## config.mk

```make
export PLATFORM = sky130hd
export DESIGN_NAME = router_reg_flat
export DESIGN_NICKNAME = d
export VERILOG_FILES = /design/src/rtl/router_pkg.sv /design/src/rtl/router_reg_if.sv /design/src/rtl/router_parity_acc.sv /design/src/rtl/router_reg.sv /design/src/flat_wrapper.sv
export SDC_FILE = /design/constraint.sdc
export NUM_CORES = 1
export LEC_CHECK = 0
export ABC_AREA = 1
export CAP_MARGIN = 20
export CORE_ASPECT_RATIO = 0.75
export CORE_MARGIN = 5
export CORE_UTILIZATION = 40
export DETAILED_ROUTE_END_ITERATION = 6
export DONT_BUFFER_PORTS = 1
export PLACE_DENSITY_LB_ADDON = 0.2
export SLEW_MARGIN = 20
export SYNTH_ARGS = -nofsm -noshare
export SYNTH_HDL_FRONTEND = slang
export SYNTH_SLANG_ARGS = --single-unit
export TNS_END_PERCENT = 20
```

## constraint.sdc

```tcl
create_clock -name clock -period 1.2 [get_ports clock]
set_input_delay 0.36 -clock clock [delete_from_list [all_inputs] [get_ports clock]]
set_output_delay 0.36 -clock clock [all_outputs]
set_load 0.01 [all_outputs]
```

## src/rtl/router_pkg.sv

```systemverilog
`default_nettype none
// ============================================================================
//  Module      : router_pkg
//  Description : Shared constants, header slicing helpers and the router
//                control-FSM state encoding (shared with router_fsm).
//  Revision    : 1.0  initial release
// ============================================================================
package router_pkg;

    // Packet byte width and header field positions.
    localparam int DATA_W   = 8;
    localparam int ADDR_LSB = 0;
    localparam int ADDR_MSB = 1;
    localparam int LEN_LSB  = 2;

    // Control FSM states; router_reg sees these only as one-hot decodes.
    typedef enum logic [2:0] {
        DECODE_ADDRESS     = 3'd0,
        LOAD_FIRST_DATA    = 3'd1,
        LOAD_DATA          = 3'd2,
        LOAD_PARITY        = 3'd3,
        FIFO_FULL_STATE    = 3'd4,
        LOAD_AFTER_FULL    = 3'd5,
        WAIT_TILL_EMPTY    = 3'd6,
        CHECK_PARITY_ERROR = 3'd7
    } router_state_e;

    // Builds a header byte from destination address and payload length.
    function automatic logic [DATA_W-1:0] make_header(
        input logic [ADDR_MSB:ADDR_LSB]  addr,
        input logic [DATA_W-1:LEN_LSB]   len
    );
        return {len, addr};
    endfunction

endpackage : router_pkg
`default_nettype wire

```

## src/rtl/router_reg_if.sv

```systemverilog
`default_nettype none
// ============================================================================
//  Module      : router_reg_if
//  Description : Bundle between the packet source / router_fsm decodes and
//                the router_reg datapath stage.
//                slave  : router_reg side (decodes and source in, results out)
//                master : driver side (source, FSM, FIFO full)
//  Ports       : pkt_valid, data_in, fifo_full, detect_add, lfd_state,
//                ld_state, laf_state, full_state, rst_int_reg  (to router_reg)
//                dout, parity_done, low_packet_valid, err       (from router_reg)
//  Revision    : 1.0  initial release
// ============================================================================
interface router_reg_if #(
    parameter int DATA_W = router_pkg::DATA_W
);
    logic              pkt_valid;
    logic [DATA_W-1:0] data_in;
    logic              fifo_full;
    logic              detect_add;
    logic              lfd_state;
    logic              ld_state;
    logic              laf_state;
    logic              full_state;
    logic              rst_int_reg;
    logic [DATA_W-1:0] dout;
    logic              parity_done;
    logic              low_packet_valid;
    logic              err;

    modport master (
        output pkt_valid, data_in, fifo_full,
        output detect_add, lfd_state, ld_state, laf_state, full_state, rst_int_reg,
        input  dout, parity_done, low_packet_valid, err
    );

    modport slave (
        input  pkt_valid, data_in, fifo_full,
        input  detect_add, lfd_state, ld_state, laf_state, full_state, rst_int_reg,
        output dout, parity_done, low_packet_valid, err
    );

endinterface : router_reg_if
`default_nettype wire

```

## src/rtl/router_parity_acc.sv

```systemverilog
`default_nettype none
// ============================================================================
//  Module      : router_parity_acc
//  Description : Running XOR parity over header+payload, captured packet
//                parity byte, and their comparison.
//  Ports       : clock, reset      - clock / synchronous active-high reset
//                load              - seed running parity with data_in (header)
//                xor_en            - fold data_in into running parity (payload)
//                cap_en            - capture data_in as the packet parity byte
//                data_in           - source byte
//                mismatch          - running parity differs from captured byte
//  Revision    : 1.0  initial release
// ============================================================================
module router_parity_acc
    import router_pkg::*;
#(
    parameter int DATA_W = router_pkg::DATA_W
) (
    input  wire logic              clock,
    input  wire logic              reset,
    input  wire logic              load,
    input  wire logic              xor_en,
    input  wire logic              cap_en,
    input  wire logic [DATA_W-1:0] data_in,
    output logic                   mismatch
);

    logic [DATA_W-1:0] r_int_parity;
    logic [DATA_W-1:0] r_pkt_parity;

    always_ff @(posedge clock) begin
        if (reset) begin
            r_int_parity <= '0;
            r_pkt_parity <= '0;
        end else begin
            if (load) begin
                r_int_parity <= data_in;
            end else if (xor_en) begin
                r_int_parity <= r_int_parity ^ data_in;
            end
            if (cap_en) begin
                r_pkt_parity <= data_in;
            end
        end
    end

    assign mismatch = (r_int_parity != r_pkt_parity);

endmodule : router_parity_acc
`default_nettype wire

```

## src/rtl/router_reg.sv

```systemverilog
`default_nettype none
// ============================================================================
//  Module      : router_reg
//  Description : Router datapath register stage. Latches the header, drives
//                header/payload/parity bytes onto the FIFO write bus, parks one
//                byte across a FIFO-full stall, accumulates parity and flags a
//                parity error back to router_fsm.
//  Ports       : clock, reset  - clock / synchronous active-high reset
//                bus (slave)   - source byte, FSM state decodes, fifo_full in;
//                                dout, parity_done, low_packet_valid, err out
//  Revision    : 1.0  initial release
// ============================================================================
module router_reg
    import router_pkg::*;
#(
    parameter int DATA_W = router_pkg::DATA_W
) (
    input  wire logic     clock,
    input  wire logic     reset,
    router_reg_if.slave   bus
);

    logic [DATA_W-1:0] r_header_byte;
    logic [DATA_W-1:0] r_hold_byte;
    logic [DATA_W-1:0] r_dout;
    logic              r_parity_done;
    logic              r_low_packet_valid;
    logic              r_err;

    logic w_hdr_latch;
    logic w_payload;
    logic w_parity_byte;
    logic w_parity_done_set;
    logic w_mismatch;

    assign w_hdr_latch   = bus.detect_add && bus.pkt_valid;
    assign w_payload     = bus.ld_state && bus.pkt_valid;
    // pkt_valid drops on the parity byte, so a LOAD_DATA cycle without it
    // carries the packet parity.
    assign w_parity_byte = bus.ld_state && !bus.pkt_valid;

    // Parity is done either when the parity byte goes straight to the FIFO,
    // or when a stalled parity byte is replayed from hold_byte in LAF.
    assign w_parity_done_set = (w_parity_byte && !bus.fifo_full) ||
                               (bus.laf_state && r_low_packet_valid && !r_parity_done);

    router_parity_acc #(
        .DATA_W (DATA_W)
    ) u_parity_acc (
        .clock    (clock),
        .reset    (reset),
        .load     (w_hdr_latch),
        .xor_en   (w_payload),
        .cap_en   (w_parity_byte),
        .data_in  (bus.data_in),
        .mismatch (w_mismatch)
    );

    always_ff @(posedge clock) begin
        if (reset) begin
            r_header_byte      <= '0;
            r_hold_byte        <= '0;
            r_dout             <= '0;
            r_parity_done      <= 1'b0;
            r_low_packet_valid <= 1'b0;
            r_err              <= 1'b0;
        end else begin
            if (w_hdr_latch) begin
                r_header_byte <= bus.data_in;
            end

            // FIFO write data; untouched while stalled so the FIFO sees a
            // stable byte until the stall clears.
            if (bus.lfd_state) begin
                r_dout <= r_header_byte;
            end else if (bus.ld_state && !bus.fifo_full) begin
                r_dout <= bus.data_in;
            end else if (bus.laf_state) begin
                r_dout <= r_hold_byte;
            end

            if (bus.ld_state && bus.fifo_full) begin
                r_hold_byte <= bus.data_in;
            end

            if (w_hdr_latch) begin
                r_parity_done <= 1'b0;
            end else if (w_parity_done_set) begin
                r_parity_done <= 1'b1;
            end

            if (bus.rst_int_reg) begin
                r_low_packet_valid <= 1'b0;
            end else if (w_parity_byte) begin
                r_low_packet_valid <= 1'b1;
            end

            // err persists into the next DECODE_ADDRESS so router_fsm and
            // software can observe it; the next header clears it.
            if (w_hdr_latch) begin
                r_err <= 1'b0;
            end else if (bus.rst_int_reg) begin
                r_err <= w_mismatch;
            end
        end
    end

    assign bus.dout             = r_dout;
    assign bus.parity_done      = r_parity_done;
    assign bus.low_packet_valid = r_low_packet_valid;
    assign bus.err              = r_err;

endmodule : router_reg
`default_nettype wire

```

## src/flat_wrapper.sv

```systemverilog
// flat-port wrapper written by rule: the top's interface ports become plain ports
module router_reg_flat import router_pkg::*;
#(
    parameter int DATA_W = router_pkg::DATA_W
)
  (clock, reset, bus_pkt_valid, bus_data_in, bus_fifo_full, bus_detect_add, bus_lfd_state, bus_ld_state, bus_laf_state, bus_full_state, bus_rst_int_reg, bus_dout, bus_parity_done, bus_low_packet_valid, bus_err);
  router_reg_if #(.DATA_W(DATA_W)) bus_i ();
  input  wire logic clock;
  input  wire logic reset;
  input wire logic [$bits(bus_i.pkt_valid)-1:0] bus_pkt_valid;
  input wire logic [$bits(bus_i.data_in)-1:0] bus_data_in;
  input wire logic [$bits(bus_i.fifo_full)-1:0] bus_fifo_full;
  input wire logic [$bits(bus_i.detect_add)-1:0] bus_detect_add;
  input wire logic [$bits(bus_i.lfd_state)-1:0] bus_lfd_state;
  input wire logic [$bits(bus_i.ld_state)-1:0] bus_ld_state;
  input wire logic [$bits(bus_i.laf_state)-1:0] bus_laf_state;
  input wire logic [$bits(bus_i.full_state)-1:0] bus_full_state;
  input wire logic [$bits(bus_i.rst_int_reg)-1:0] bus_rst_int_reg;
  output wire logic [$bits(bus_i.dout)-1:0] bus_dout;
  output wire logic [$bits(bus_i.parity_done)-1:0] bus_parity_done;
  output wire logic [$bits(bus_i.low_packet_valid)-1:0] bus_low_packet_valid;
  output wire logic [$bits(bus_i.err)-1:0] bus_err;
  assign bus_i.pkt_valid = bus_pkt_valid;
  assign bus_i.data_in = bus_data_in;
  assign bus_i.fifo_full = bus_fifo_full;
  assign bus_i.detect_add = bus_detect_add;
  assign bus_i.lfd_state = bus_lfd_state;
  assign bus_i.ld_state = bus_ld_state;
  assign bus_i.laf_state = bus_laf_state;
  assign bus_i.full_state = bus_full_state;
  assign bus_i.rst_int_reg = bus_rst_int_reg;
  assign bus_dout = bus_i.dout;
  assign bus_parity_done = bus_i.parity_done;
  assign bus_low_packet_valid = bus_i.low_packet_valid;
  assign bus_err = bus_i.err;
  router_reg #(.DATA_W(DATA_W)) u_core (.clock(clock), .reset(reset), .bus(bus_i));
endmodule
```

; ---- Word level (Yosys, flattened, before mapping)
; Index checks and enable logic that the tools add are counted.
[op_classes]
order_cmp = 0
n_div = 0
bitwise_logic = 1
addsub = 0
n_mul = 0
reduce_logical = 16
muxes = 5
shift = 0
eq_ne = 1
[ops]
columns = op, count
row1 = 8-bit 2-to-1 mux, 5
row2 = 1-bit logical AND, 8
row3 = 8-bit inequality test, 1
row4 = 8-bit bitwise XOR, 1
row5 = 2-bit OR reduction, 2
row6 = 1-bit logical NOT, 3
row7 = 3-bit nonzero test, 1
row8 = 2-bit nonzero test, 1
row9 = 1-bit logical OR, 1
[totals]
latchBits = 0
romBits = 0
output_inout_bits = 11
in_bits = 18
register_bits = 43
n_memories = 0
ram_bits = 0
wordCells = 31

; ---- Longest topological paths before layout
; Gate-level depths: netlist of run 1.
[depth]
ltp_word = 4
mapped_depth = 7
ltp_nobuf = 7

; ---- Hierarchy
; From an unflattened synthesis of run 1, not the netlist that was laid out.
[unflattened]
cells_unflattened = 295
hier_area_um2 = 2184.6
[by_module_without_submodules]
columns = mod, seq_area_each_um2, cells_per_inst, area_per_inst_um2, instances
row1 = router_reg, 540.5, 178, 1386.3, 1
row2 = router_parity_acc, 320.3, 117, 798.3, 1

; ---- Worst setup path before layout of run 1
; Ideal clock, no wire load.
[synth_timing]
path_type = input to register
start = input port bus_detect_add
end = register u_core.u_parity_acc.r_int_parity[4]
t_required_ns = 1.085
path_buffers = 2
slack_ns = 0.168
t_arrival_ns = 0.917
stages = 6
setup_time_ns = 0.115
cell_sequence = nand2_2 > buf_6 > nand2_8 > buf_12 > a21oi_1 > nor2_1
[synth_between]
elab_chain_cells = 2
word_cells_on_any_way = 3
classes_between = mux (1) / reduce/logical (2)
[synth_lines]
columns = element, line
row1 = "start, declared", flat_wrapper.sv:13  ; input wire logic [$bits(bus_i.detect_add)-1:0] bus_detect_add;
row2 = 1-bit logical AND *, router_reg.sv:36  ; assign w_hdr_latch = bus.detect_add && bus.pkt_valid;
row3 = 8-bit 2-to-1 mux or 2-bit nonzero test (tied branches), -
row4 = "end signal, assigned", router_parity_acc.sv:37  ; r_int_parity <= data_in;
row5 = "end signal, assigned", router_parity_acc.sv:39  ; r_int_parity <= r_int_parity ^ data_in;
row6 = "end, declared", router_parity_acc.sv:28  ; logic [DATA_W-1:0] r_int_parity;
; Every way passes the cells marked *; elsewhere a longest branch is shown, timed or not.
; A chain may end at the register's enable or synchronous reset.

; ---- Worst setup path in the final report of run 1
[layout_timing]
start = register u_core.r_dout[3] (netlist: u_core.bus.dout[3])
end = output port bus_dout[3]
[layout_rtl]
columns = element, line
row1 = "start, declared", router_reg.sv:25  ; logic [DATA_W-1:0] r_dout;
row2 = "start signal, assigned", router_reg.sv:75  ; r_dout <= r_header_byte;
row3 = "start signal, assigned", router_reg.sv:77  ; r_dout <= bus.data_in;
row4 = "start signal, assigned", router_reg.sv:79  ; r_dout <= r_hold_byte;
row5 = "end, declared", flat_wrapper.sv:19  ; output wire logic [$bits(bus_i.dout)-1:0] bus_dout;
; No word-level cell between the ends.

==> impl_metrics.tcl, run 1 <==
set metrics [dict create \
    synth_ff_type "dfxtp_1" \
    yosys.area.top_type "dfxtp_1" \
    required_ps 840 \
    num-nets-final 281 \
    drc_errors 0 \
    numCtsBuffers 5 \
    fin_crit_ps 1066 \
    synth_top_area_share_pct 44.36 \
    cts_max_level 2 \
    syn_inst 260 \
    tns_ps 0 \
    rsz0062_at_grt "false" \
    die_area_sq_um 6359 \
    synth_fa_ha_area_share_pct 0 \
    p_leak_uw 0.0008431 \
    wl_per_cell_microns 14.14 \
    worstReg2RegStart "u_core.u_parity_acc.r_pkt_parity[7]" \
    num_io_pins 29 \
    synth_area_leaders "dfxtp_1 (44%), nor2_1 (8.7%), a21oi_1 (8.3%)" \
    peakVddDrop_mv 0.5818 \
    max_freq_mhz 938.1 \
    drive_above_1_share_pct 11.36 \
    cts_buffer_depth 2 \
    crit_type "reg2out" \
    use_met3_pct 5.167 \
    grt_pass1_wl_microns 7679 \
    cp-end-kind "output pin" \
    overflow 0 \
    yosysWarnings 0 \
    avgSynthCellArea_sq_um 7.464 \
    crit_fanout 2 \
    first_iter_violations 106 \
    port_buffers 0 \
    fill_cells 522 \
    worst_slew_pin_slew_ps 277.3 \
    synth_area_sq_um 1941 \
    pwr_density_cell_nw_per_um2 1384 \
    synth_top_family_by_area "compound AO/OA/AOI/OAI gates" \
    use_met1_pct 21.84 \
    startpoint_type "flop" \
    hold_class "in2reg" \
    dieHeight_microns 70.32 \
    finClkSkew_ps 9.190 \
    setup_viol 0 \
    maxCapViolCount 0 \
    ys_seq_elements 43 \
    clock-sinks 43 \
    cts_resized 0 \
    synth_common_cells "nor2_1 (45), dfxtp_1 (43), nand2_1 (33)" \
    ff2ff_setup_slack_ps 260 \
    via_count 1639 \
    cp-startpoint "u_core.bus.dout[3]" \
    grt_max_degree 42 \
    ctsRootBufferMaster "clkbuf_8" \
    gp_congestion 0.7245 \
    synthArstFlopShare_pct 0 \
    synthMuxAreaShare_pct 0 \
    synthXorXnorAreaFrac_pct 1.354 \
    grt_pass1_vias 1509 \
    worstPathArrival_ps 710 \
    relSlewSlack_pct 81.50 \
    seq_area_sq_um 860.8 \
    yosys.area_share.simple_pct 20.57 \
    path_clk_slew_ps 80 \
    synth.distinct_cells 22 \
    syn2layout_area_growth_pct 7.028 \
    synth_edf_count 0 \
    antenna_found_initial 0 \
    hold_viol 0 \
    synth_compound_area_share_pct 23.28 \
    cts_tree "done" \
    final_util_pct 43.36 \
    antenna_left 0 \
    hold_buffers 0 \
    min-delay-start "reset" \
    start_util_pct 40.52 \
    drv_slew 0 \
    die_x_microns 90.43 \
    status "complete, no violations" \
    firstDrtPassIters 4 \
    grtUsageMet2_pct 20.78 \
    syn_nets 278 \
    clock_latency_ps 300 \
    core_sq_um 4790 \
    multi_input_area_sq_um 877.1 \
    drt-total-wl_microns 4582 \
    dp_hpwl_microns 3138 \
    diodes 0 \
    fp-row-count 22 \
    post_cts_buffers 0 \
    ys_seq_area_share_pct 44.36 \
    grtUsageTotal_pct 15.18 \
    finalCritPeriodShare_pct 88.83 \
    viasPerCell 5.059 \
    synth.most_common_cell "nor2_1" \
    grt-busiest-layer "met1" \
]
-- routing by layer --
metal  vias up  share of wire, %
li1        862                 -
met2        32                41
met3         8               6.1
met4         0               1.5
met1       737                52
met5         -                 0
-- cell usage in the layout, fill, tap and decap left out, drive strengths merged --
| cell type | n |
|---|---|
| nor2 | 47 |
| xnor2 | 3 |
| buf | 7 |
| o21ai | 32 |
| o211ai | 9 |
| nand2 | 37 |
| nand3 | 10 |
| clkbuf | 7 |
| inv | 28 |
| a211oi | 1 |
| a21oi | 38 |
| clkinv | 1 |
| nor3 | 1 |
| dfxtp | 43 |
-- report_power, final --
group	internal [uW]	switching [uW]	leakage, uW
registers	1530	62.7	0.000355
logic	153	231	0.000446
clock network	409	493	0.0000422
total	2090	786	0.000843
-- flip-flops by register name (all words and copies together), names as in the netlist --
register and flops:
u_core.bus.dout 8, u_core.r_header_byte 8, u_core.r_hold_byte 8, u_core.u_parity_acc.r_int_parity 8
u_core.u_parity_acc.r_pkt_parity 8, u_core.bus.err 1, u_core.bus.low_packet_valid 1, u_core.bus.parity_done 1
-- worst register-to-register path, cell delays in order, from the launching register on --
cell,delay [ps]
dfxtp_1,330
inv_1,50
nand2_1,60
nand2_1,50
nor2_1,120
nand3_1,90
nor2_1,90
nor2_1,40
-- worst paths after layout --
path                                  to  cells after the start
max reg2reg               u_core.bus.err                      7
max                          bus_dout[3]                      0
min reg2reg        u_core.r_hold_byte[3]                      2
min          u_core.bus.low_packet_valid                      1
-- cell type report --
type / instances / share of cell area [%]
clock inverters: 1 / 0.2410
multi-input cells: 178 / 42.23
repair buffers: 7 / 3.735
flip-flops and latches: 43 / 41.45
well taps: 60 / 3.614
clock buffers: 7 / 3.675
inverters: 28 / 5.060
-- per-stage QoR --
stage / worst slack (ps) / area (sq um) / total power (uW) / hold slack [ps] / std cells
final: 134.0 / 2077 / 2874 / 126.6 / 324
after global routing: 103.4 / 2077 / 3040 / 112.6 / 324
after floorplan: 168.4 / 1941 / 1933 / 429.7 / 260
after detailed placement: 89.42 / 1996 / 2005 / 440.1 / 316
after CTS: 126.3 / 2077 / 2897 / 119.4 / 324
after global placement: 96.65 / 1996 / 1998 / 438.2 / 316
-- kinds of logic (layout without fill, tap and decap cells) --
logic type,count (synthesis),count (layout)
xor gates and xnor gates,3,3
DFF,43,43
AOI/OAI and AO/OA,80,80
buffers and inverters,39,43
and+or+nand+nor,95,95
Power figures use the tool's default switching activity.
==> inputs of run 2 (changes only) <==
--- a/config.mk
+++ b/config.mk
@@ -6,6 +6,7 @@
 export NUM_CORES = 1
 export LEC_CHECK = 0
 export ABC_AREA = 1
+export ABC_CLOCK_PERIOD_IN_PS = 1200
 export CAP_MARGIN = 20
 export CORE_ASPECT_RATIO = 0.75
 export CORE_MARGIN = 5
==> results of run 2 <==
The final DEF is identical to that of run 1; final timing and power are the same.
